$ cat src/rtl/nios_avalon_st_error_pipe_adapter.sv
// Avalon-ST pipeline stage with a two-entry skid buffer that remaps the error
// field (direct or masked OR) and optionally accumulates errors across a packet.
module nios_avalon_st_error_pipe_adapter #(
  parameter int                  DATA_W     = 32,
  parameter int                  EMPTY_W    = 2,
  parameter int                  IN_ERR_W   = 6,
  parameter int                  OUT_ERR_W  = 1,
  parameter int                  ERR_MODE   = 0,
  parameter logic [IN_ERR_W-1:0] ERR_MASK   = '1,
  parameter int                  PKT_STICKY = 0
) (
  input  logic                 clk,
  input  logic                 reset_n,
  output logic                 in_ready,
  input  logic                 in_valid,
  input  logic [DATA_W-1:0]    in_data,
  input  logic [IN_ERR_W-1:0]  in_error,
  input  logic                 in_startofpacket,
  input  logic                 in_endofpacket,
  input  logic [EMPTY_W-1:0]   in_empty,
  input  logic                 out_ready,
  output logic                 out_valid,
  output logic [DATA_W-1:0]    out_data,
  output logic [OUT_ERR_W-1:0] out_error,
  output logic                 out_startofpacket,
  output logic                 out_endofpacket,
  output logic [EMPTY_W-1:0]   out_empty,
  output logic [15:0]          err_beat_count
);

  typedef struct packed {
    logic [DATA_W-1:0]    data;
    logic [OUT_ERR_W-1:0] err;
    logic                 sop;
    logic                 eop;
    logic [EMPTY_W-1:0]   empty;
  } beat_t;

  typedef enum logic [1:0] {S_EMPTY, S_ONE, S_FULL} state_t;

  state_t               state, state_nxt;
  beat_t                main_q, skid_q, in_beat;
  logic [OUT_ERR_W-1:0] mapped, stored, acc;
  logic                 in_acc, out_acc;
  logic                 load_main, load_skid, skid_to_main;
  logic                 err_unused;

  assign in_acc  = in_valid & in_ready;
  assign out_acc = out_valid & out_ready;

  // Input error bits beyond the output width are intentionally dropped in direct mode.
  assign err_unused = ^in_error;

  if (ERR_MODE == 0) begin : g_direct
    for (genvar i = 0; i < OUT_ERR_W; i++) begin : g_bit
      if (i < IN_ERR_W) begin : g_map
        assign mapped[i] = in_error[i];
      end else begin : g_zero
        assign mapped[i] = 1'b0;
      end
    end
  end else begin : g_or
    assign mapped = {OUT_ERR_W{|(in_error & ERR_MASK)}};
  end

  // A start-of-packet beat always restarts accumulation, even without a prior eop.
  assign stored  = (PKT_STICKY != 0 && !in_startofpacket) ? (acc | mapped) : mapped;
  assign in_beat = {in_data, stored, in_startofpacket, in_endofpacket, in_empty};

  always_comb begin
    state_nxt    = state;
    load_main    = 1'b0;
    load_skid    = 1'b0;
    skid_to_main = 1'b0;
    case (state)
      S_EMPTY: if (in_acc) begin
        state_nxt = S_ONE;
        load_main = 1'b1;
      end
      S_ONE: begin
        if (in_acc && !out_acc) begin
          state_nxt = S_FULL;
          load_skid = 1'b1;
        end else if (in_acc && out_acc) begin
          load_main = 1'b1;
        end else if (out_acc) begin
          state_nxt = S_EMPTY;
        end
      end
      S_FULL: if (out_acc) begin
        state_nxt    = S_ONE;
        skid_to_main = 1'b1;
      end
      default: state_nxt = S_EMPTY;
    endcase
  end

  always_ff @(posedge clk) begin
    if (!reset_n) begin
      state          <= S_EMPTY;
      main_q         <= '0;
      skid_q         <= '0;
      acc            <= '0;
      in_ready       <= 1'b0;
      out_valid      <= 1'b0;
      err_beat_count <= '0;
    end else begin
      state     <= state_nxt;
      in_ready  <= (state_nxt != S_FULL);
      out_valid <= (state_nxt != S_EMPTY);
      if (load_main)         main_q <= in_beat;
      else if (skid_to_main) main_q <= skid_q;
      if (load_skid)         skid_q <= in_beat;
      if (in_acc)            acc    <= in_endofpacket ? '0 : stored;
      if (out_acc && (|out_error) && (err_beat_count != 16'hFFFF))
        err_beat_count <= err_beat_count + 16'd1;
    end
  end

  assign out_data          = main_q.data;
  assign out_error         = main_q.err;
  assign out_startofpacket = main_q.sop;
  assign out_endofpacket   = main_q.eop;
  assign out_empty         = main_q.empty;

endmodule

$ cat config.mk
export PLATFORM = sky130hd
export DESIGN_NAME = nios_avalon_st_error_pipe_adapter
export DESIGN_NICKNAME = d
export VERILOG_FILES = /design/src/rtl/nios_avalon_st_error_pipe_adapter.sv
export SDC_FILE = /design/constraint.sdc
export NUM_CORES = 1
export LEC_CHECK = 0
export CAP_MARGIN = 20
export CORE_ASPECT_RATIO = 0.75
export CORE_MARGIN = 2
export CORE_UTILIZATION = 44
export DETAILED_ROUTE_END_ITERATION = 8
export PLACE_DENSITY_LB_ADDON = 0.15
export SETUP_SLACK_MARGIN = 0.5
export SYNTH_ARGS = -nofsm -noshare
export SYNTH_HDL_FRONTEND = slang
export SYNTH_SLANG_ARGS = --single-unit
$ cat constraint.sdc
create_clock -name clk -period 1.9 [get_ports clk]
set_clock_uncertainty 0.15 [all_clocks]
set_input_delay 0.475 -clock clk [delete_from_list [all_inputs] [get_ports clk]]
set_output_delay 0.475 -clock clk [all_outputs]
set_load 0.02 [all_outputs]
==> results of run 1 <==
-- per-stage QoR --
stage          power (mW)  util (%)  instance area, um^2
2_1_floorplan        2.49         -                 4270
3_3_place_gp         2.78      63.8                 5410
3_5_place_dp         2.79      63.8                 5410
4_1_cts              4.76      80.8                 6860
5_1_grt              5.14      90.1                 7650
6_report             5.00      90.1                 7650
-- cell usage in the layout, fill, tap and decap left out, types with 3 or more instances in the layout --
cell	instances
buf_4	59
nand2b_1	4
nand3_4	5
dfxtp_1	37
a21oi_1	21
nand2_1	52
or3_4	3
nand2_2	13
nor2_4	28
mux2i_1	40
clkdlybuf4s50_1	38
buf_12	18
nor2_1	5
dfxtp_2	46
nand3_1	4
nand2_4	21
buf_8	3
or3_1	4
buf_16	11
a211oi_2	33
a21oi_2	28
buf_6	73
clkbuf_16	11
dfxtp_4	11
o31ai_1	5
a211oi_1	3
o21ai_0	5
nor4_4	4
nor2_2	9
nand4_1	5
-- layer usage --
metal  routed length (um)  vias to the layer above  track usage [%]
li1                     -                     1968                -
met1                 6590                     2208             34.5
met2                 8830                      246             50.1
met3                 1290                       59             8.50
met4                  565                        0             12.7
met5                    0                        -                0
-- what timing repair did --
action,in CTS,in global routing
hold buffers,0,0
resized for setup,459,146
hold endpoints to repair,0,0
gates cloned,12,2
setup buffers,39,27
pin swaps,18,34
endpoints found under the setup margin,149,149
-- critical path, cell delays in order, from the launching register on --
cell and delay, ps:
dfxtp_4 370, ha_4 160, nand3_4 90, or3_4 390, buf_4 160, o31ai_1 360
a21oi_1 120
-- state kept, by name, summed over array words and instances, names as in the netlist --
name / count
in_ready: 1
out_startofpacket: 1
state: 2
err_beat_count: 16
out_error: 1
out_valid: 1
out_empty: 2
skid_q: 37
out_data: 32
out_endofpacket: 1
-- cells by family after synthesis --
family,after synthesis,synth area share (%)
AO/OA/AOI/OAI,106,17.0
AND/OR/NAND/NOR,173,20.0
flip-flops,94,48.7
adder cells (fa/ha/maj),1,0.323
buffers and inverters,34,3.46
multiplexers,41,10.6
-- final cells by class --
class | count | area [um^2]
fillers | 329 | 843
multi-input cells | 322 | 2830
clock inverters | 3 | 18.8
repair buffers | 206 | 2420
flip-flops and latches | 94 | 1980
inverters | 2 | 7.51
well taps | 108 | 135
clock buffers | 13 | 260
-- worst min-delay path by stage --
stage | startpoint | to | cells past startpoint
2_1_floorplan | skid_q[0] | skid_q[0] | 2
3_3_place_gp | skid_q[36] | skid_q[36] | 2
3_5_place_dp | skid_q[4] | skid_q[4] | 2
4_1_cts | skid_q[4] | skid_q[4] | 2
5_1_grt | skid_q[32] | skid_q[32] | 2
6_report | skid_q[30] | skid_q[30] | 2
-- power by group through the flow --
stage	logic [mW]	registers (mW)	clock network [mW]
floorplan	0.259	2.23	0
global placement	0.622	2.15	0
detailed placement	0.634	2.16	0
CTS	0.899	2.13	1.73
global route	1.14	2.15	1.85
finish	1.09	2.14	1.76
==> qor.csv, run 1 <==
metric;value;unit
outcome;finished, violations left;
violations;negative setup slack;
p_int;3.59;mW
timing.fmax;518;MHz
hp-class;reg -> reg;
ys_top_cells_by_count;dfxtp_1 (94), nand2_1 (87), a21oi_1 (50);
critPathLaunch;err_beat_count[1];
diodes;0;
synthesis.nets;496;
yosys_warnings;0;
synth.area.top_cells;dfxtp_1 (49%), mux2i_1 (11%), nand2_1 (8.4%);
path_max_fanout;7;
timing.rr.start;err_beat_count[1];
vdd_ir_drop_max;0.840;mV
powerDensity;654;mW/mm^2
finalSetupViolCount;1;
place.gp.congestion;0.814;
ios;101;
drtPass1Iterations;4;
synth_top_area_share;48.7;%
synthDistinctLibCells;38;
rr_endpoint;err_beat_count[14];
p_seq_share;42.8;%
finalNetCount;682;
antenna_found_initial;0;
core-area;0.00849;mm^2
syn-mean-instance-area;8.61;um^2
drive_gt1_share;63.3;%
synth-seq-cells;94;
grt_pass1_vias;4336;
timing.final.crit_share;102;%
area_delta_synth_final;97.7;%
fin_setup_tns;-30.3;ps
synth.most_common_cell;dfxtp_1;
portBuffers;95;
clock_latency;360;ps
die_w;112;um
die-area;0.00956;mm^2
cp-endpoint;err_beat_count[14];
gr-total-overflow;0;
htree_levels;3;
min_period;1930;ps
dp.cells;652;
numCtsBuffers;9;
drt-initial-drc-count;406;
yosys.area.top_type;dfxtp_1;
start_util;45.5;%
leakagePower;3.14;nW
rsz0062_at_grt;true;
async_flop_share;0;%
slew_viol_final;0;
synthCells;449;
syn-cell-area;0.00387;mm^2
dp_slack;-489;ps
clock-sinks;94;
relSlewSlack;73.0;%
wirelength;17300;um
cts_tree;yes;
clock_power_share;35.3;%
layout_setup_ws;-30.3;ps
finalHoldViolations;0;
p_sw;1.41;mW
reg2regPathDepth;6;
grt_max_degree;30;
start_kind;flop;
route.detailed.drc;0;
max_slew.worst_pin.slew;400;ps
synth_edf_count;0;
fin_cells;748;
crit_path_end_kind;flop;
swShare;28.2;%
worst-endpoint-arrival;2010;ps
hold_ws;309;ps
clockRootBuffer;clkbuf_16;
worstSetupPathType;reg -> reg;
rows;29;
via_per_inst;5.99;
r2r_setup_slack;-30;ps
grt_first_pass_wirelength;22100;um
synth-main-ff-cell;dfxtp_1;
vias;4481;
yosysSeqAreaShare;48.7;%
clkSlewWorstSetupHoldPaths;60;ps
drt.antenna.violating_nets;0;
wire_per_inst;23.1;um
gr-usage-all-layers;29.3;%
required;1980;ps
clockBufferDepth;2;
max_cap_viol_count;0;
die_h;85.2;um
place_hpwl;6890;um
combPwrFrac;21.9;%
Note: power is estimated with default switching activity, not from simulation.
==> run 2: changes to the inputs <==
--- a/config.mk
+++ b/config.mk
@@ -10,8 +10,9 @@
 export CORE_MARGIN = 2
 export CORE_UTILIZATION = 44
 export DETAILED_ROUTE_END_ITERATION = 8
-export PLACE_DENSITY_LB_ADDON = 0.15
+export PLACE_DENSITY = 0.77
 export SETUP_SLACK_MARGIN = 0.5
+export SLEW_MARGIN = 0
 export SYNTH_ARGS = -nofsm -noshare
 export SYNTH_HDL_FRONTEND = slang
 export SYNTH_SLANG_ARGS = --single-unit
==> run 2 against run 1 <==
Compared with the run above: the run now fails in global routing; synthesized cell count unchanged; area after synthesis unchanged.
==> qor.csv, run 2 <==
metric;value;unit;change
syn-mean-instance-area;8.61;um^2;unchanged
die_h;85.2;um;unchanged
yosys_warnings;0;;unchanged
synthesis.nets;496;;unchanged
yosys.area.top_type;dfxtp_1;;
clockBufferDepth;2;;unchanged
crit_endpoint;err_beat_count[7]$_SDFFE_PN0P_/D;;
portBuffers;95;;unchanged
worst-endpoint-pin-kind;sequential cell input;;
clock-sinks;94;;unchanged
synth_edf_count;0;;unchanged
clockRootBuffer;clkbuf_16;;
syn-cell-area;0.00387;mm^2;unchanged
ios;101;;unchanged
synth.most_common_cell;dfxtp_1;;
stop_stage;global routing;;
synth.area.top_cells;dfxtp_1 (49%), mux2i_1 (11%), nand2_1 (8.4%);;
place.gp.congestion;0.839;;+3.0%
htree_levels;3;;unchanged
synth-seq-cells;94;;unchanged
grt_max_degree;37;;
place_hpwl;7060;um;+2.5%
start_util;45.5;%;unchanged
antenna_found_initial;0;;
rows;29;;unchanged
ys_top_cells_by_count;dfxtp_1 (94), nand2_1 (87), a21oi_1 (50);;
placed_area;0.00544;mm^2;+0.55%
synth-main-ff-cell;dfxtp_1;;
synthCells;449;;unchanged
numCtsBuffers;9;;unchanged
die_w;112;um;unchanged
tool.error;[ERROR DPL-0033] detailed placement checks failed during check placement.;;
yosysSeqAreaShare;48.7;%;unchanged
outcome;aborted with a tool error;;
synth_top_area_share;48.7;%;unchanged
synthDistinctLibCells;38;;unchanged
async_flop_share;0;%;unchanged
cts-hold-fix-buffers;0;;unchanged
## run 2: cell counts after synthesis
Identical to the previous run, type by type.
## run 2: stage by stage
stage | hold slack (ps) | TNS [ps] | worst slack [ps] | instances
floorplan | 286 | 0 | 23.8 | 449
global placement | 291 | -20940 | -459 | 651
detailed placement | 296 | -24660 | -533 | 651
CTS | 304 | 0 | 66.2 | 740
## run 2: cell families after synthesis
logic type,count (synthesis),share of synthesized area [%]
buffers and inverters,34,3.46
AO/OA/AOI/OAI,106,17.0
multiplexers,41,10.6
flip-flops,94,48.7
adder cells (fa/ha/maj),1,0.323
AND/OR/NAND/NOR,173,20.0
## run 2: timing repair
action / CTS
pin swaps: 50
gates resized for setup: 531
endpoints found under the setup margin: 149
gates cloned: 18
setup buffers: 55
==> run 3: changes to the inputs <==
--- a/config.mk
+++ b/config.mk
@@ -6,12 +6,10 @@
 export NUM_CORES = 1
 export LEC_CHECK = 0
 export CAP_MARGIN = 20
-export CORE_ASPECT_RATIO = 0.75
 export CORE_MARGIN = 2
-export CORE_UTILIZATION = 44
+export CORE_UTILIZATION = 40
 export DETAILED_ROUTE_END_ITERATION = 8
-export PLACE_DENSITY = 0.77
-export SETUP_SLACK_MARGIN = 0.5
+export PLACE_DENSITY_LB_ADDON = 0.15
 export SLEW_MARGIN = 0
 export SYNTH_ARGS = -nofsm -noshare
 export SYNTH_HDL_FRONTEND = slang
==> constraint.sdc (replaced) <==
create_clock -name clk -period 2.47 [get_ports clk]
set_clock_uncertainty 0.15 [all_clocks]
set_input_delay 0.6175 -clock clk [delete_from_list [all_inputs] [get_ports clk]]
set_output_delay 0.6175 -clock clk [all_outputs]
set_load 0.02 [all_outputs]
==> run 3 against run 2 <==
Compared with the run above: the flow now finishes without violations.
==> qor.csv, run 3 (synthesis results as in run 1) <==
metric;value;unit;change
via_per_inst;5.14;;
core-area;0.00933;mm^2;
wirelength;9420;um;
path_delay_family;buffers and inverters;;
relSlewSlack;76.4;%;
hp-class;reg -> reg;;
ios;101;;unchanged
vdd_ir_drop_max;0.407;mV;
cts_tree;yes;;
max_cap_viol_count;0;;
gr-usage-all-layers;18.6;%;
r2r_setup_slack;380;ps;
grt_pass1_vias;3187;;
outcome;finished, final reports clean;;
area_delta_synth_final;38.3;%;
numCtsBuffers;9;;unchanged
route.detailed.drc;0;;
fin_total_pwr;3.21;mW;
timing.final.crit_share;91.4;%;
cts-hold-fix-buffers;0;;unchanged
gr-total-overflow;0;;
holdPathEnd;skid_q[33];;
wire_per_inst;13.9;um;
finalSetupViolCount;0;;
min_period;2260;ps;
htree_levels;3;;unchanged
portBuffers;95;;unchanged
combPwrFrac;14.1;%;
layout.cells.most_common_list;clkdlybuf4s50_1 (95), dfxtp_1 (94), nand2_1 (87), a21oi_1 (50), nor2_1 (42);;
swShare;24.8;%;
leakagePower;2.06;nW;
worst-endpoint-arrival;1490;ps;
reg2regPathDepth;5;;
worstPathCellList;clkdlybuf4s50_1;;
diodes;0;;
drt-initial-drc-count;99;;
clock_latency;350;ps;
finalHoldViolations;0;;
worstHoldPathCells;2;;
rows;35;;+21%
start_kind;flop;;
start_util;41.5;%;-4.1 points
crit_buf_inv;1;;
p_sw;0.798;mW;
powerDensity;601;mW/mm^2;
place.gp.congestion;0.786;;-6.3%
worstSetupPathType;reg -> out;;
design_area;0.00535;mm^2;
grt_first_pass_wirelength;15500;um;
rr_endpoint;err_beat_count[14];;
timing.rr.start;err_beat_count[0];;
rsz0062_at_grt;false;;
fin_setup_tns;0;ps;
vias;3472;;
final_common_cell;clkdlybuf4s50_1;;
p_int;2.42;mW;
drive_gt1_share;8.41;%;
die-area;0.0105;mm^2;
die_h;102;um;+20%
worstHoldStart;skid_q[33];;
drt.antenna.violating_nets;0;;
crit_path_top_delay_cell;clkdlybuf4s50_1;;
largest_register_ffs;37;;
p_seq_share;50.5;%;
die_w;102;um;-8.8%
final_util;57.3;%;
clkSlewWorstSetupHoldPaths;90;ps;
path_max_fanout;7;;
worst_path_largest_cell_delay;660;ps;
cts_resized;0;;-100%
timing.fmax;443;MHz;
clock_power_share;35.5;%;
finalNetCount;589;;
clockBufferDepth;2;;unchanged
place_hpwl;6260;um;-11%
clockRootBuffer;clkbuf_8;;
slew_viol_final;0;;
post-cts-setup-buffer-count;0;;-100%
crit_path_end_kind;output pin;;
antenna_found_initial;0;;
hold_ws;307;ps;
largest-register;skid_q;;
drtPass1Iterations;4;;
placed_area;0.00512;mm^2;-6.0%
grt_max_degree;41;;
clock-sinks;94;;unchanged
required;1700;ps;
max_slew.worst_pin.slew;351;ps;
## run 3: layer usage
layer	track usage [%]	up-vias	wire [um]
li1	-	1769	-
met5	0	-	0
met1	24.1	1620	4330
met3	6.29	8	536
met4	4.21	0	76
met2	30.2	75	4480
## run 3: final cells by class
cell class,instances,area [um^2]
Timing Repair Buffer,114,1210
Clock buffer,10,138
Fill cell,863,3980
Sequential cell,94,1880
Inverter,2,7.51
Tap cell,129,161
Multi-Input combinational cell,321,1860
Clock inverter,6,91.3
## run 3: stage by stage
stage	instances	setup WS, ps
floorplan	449	300
global placement	660	-123
detailed placement	660	-118
CTS	676	197
global route	676	123
finish	676	212
## run 3: worst max path at each step
stage / start / endpoint / cells past startpoint
floorplan: err_beat_count[0] / err_beat_count[14] / 6
CTS: out_valid / out_valid / 1
finish: out_valid / out_valid / 1
detailed placement: out_ready / err_beat_count[14] / 5
global route: out_ready / err_beat_count[14] / 5
global placement: out_ready / err_beat_count[14] / 5
## run 3: power by group through the flow
| stage | sequential, mW | clock (mW) | combinational [mW] |
|---|---|---|---|
| 2_1_floorplan | 1.71 | 0 | 0.147 |
| 3_3_place_gp | 1.66 | 0 | 0.445 |
| 3_5_place_dp | 1.66 | 0 | 0.454 |
| 4_1_cts | 1.62 | 1.18 | 0.457 |
| 5_1_grt | 1.63 | 1.24 | 0.492 |
| 6_report | 1.62 | 1.14 | 0.452 |
==> run 4: changes to the inputs <==
--- a/config.mk
+++ b/config.mk
@@ -14,3 +14,4 @@
 export SYNTH_ARGS = -nofsm -noshare
 export SYNTH_HDL_FRONTEND = slang
 export SYNTH_SLANG_ARGS = --single-unit
+export TNS_END_PERCENT = 30
==> results of run 4 <==
The final DEF is identical to that of run 3; final timing and power are the same.
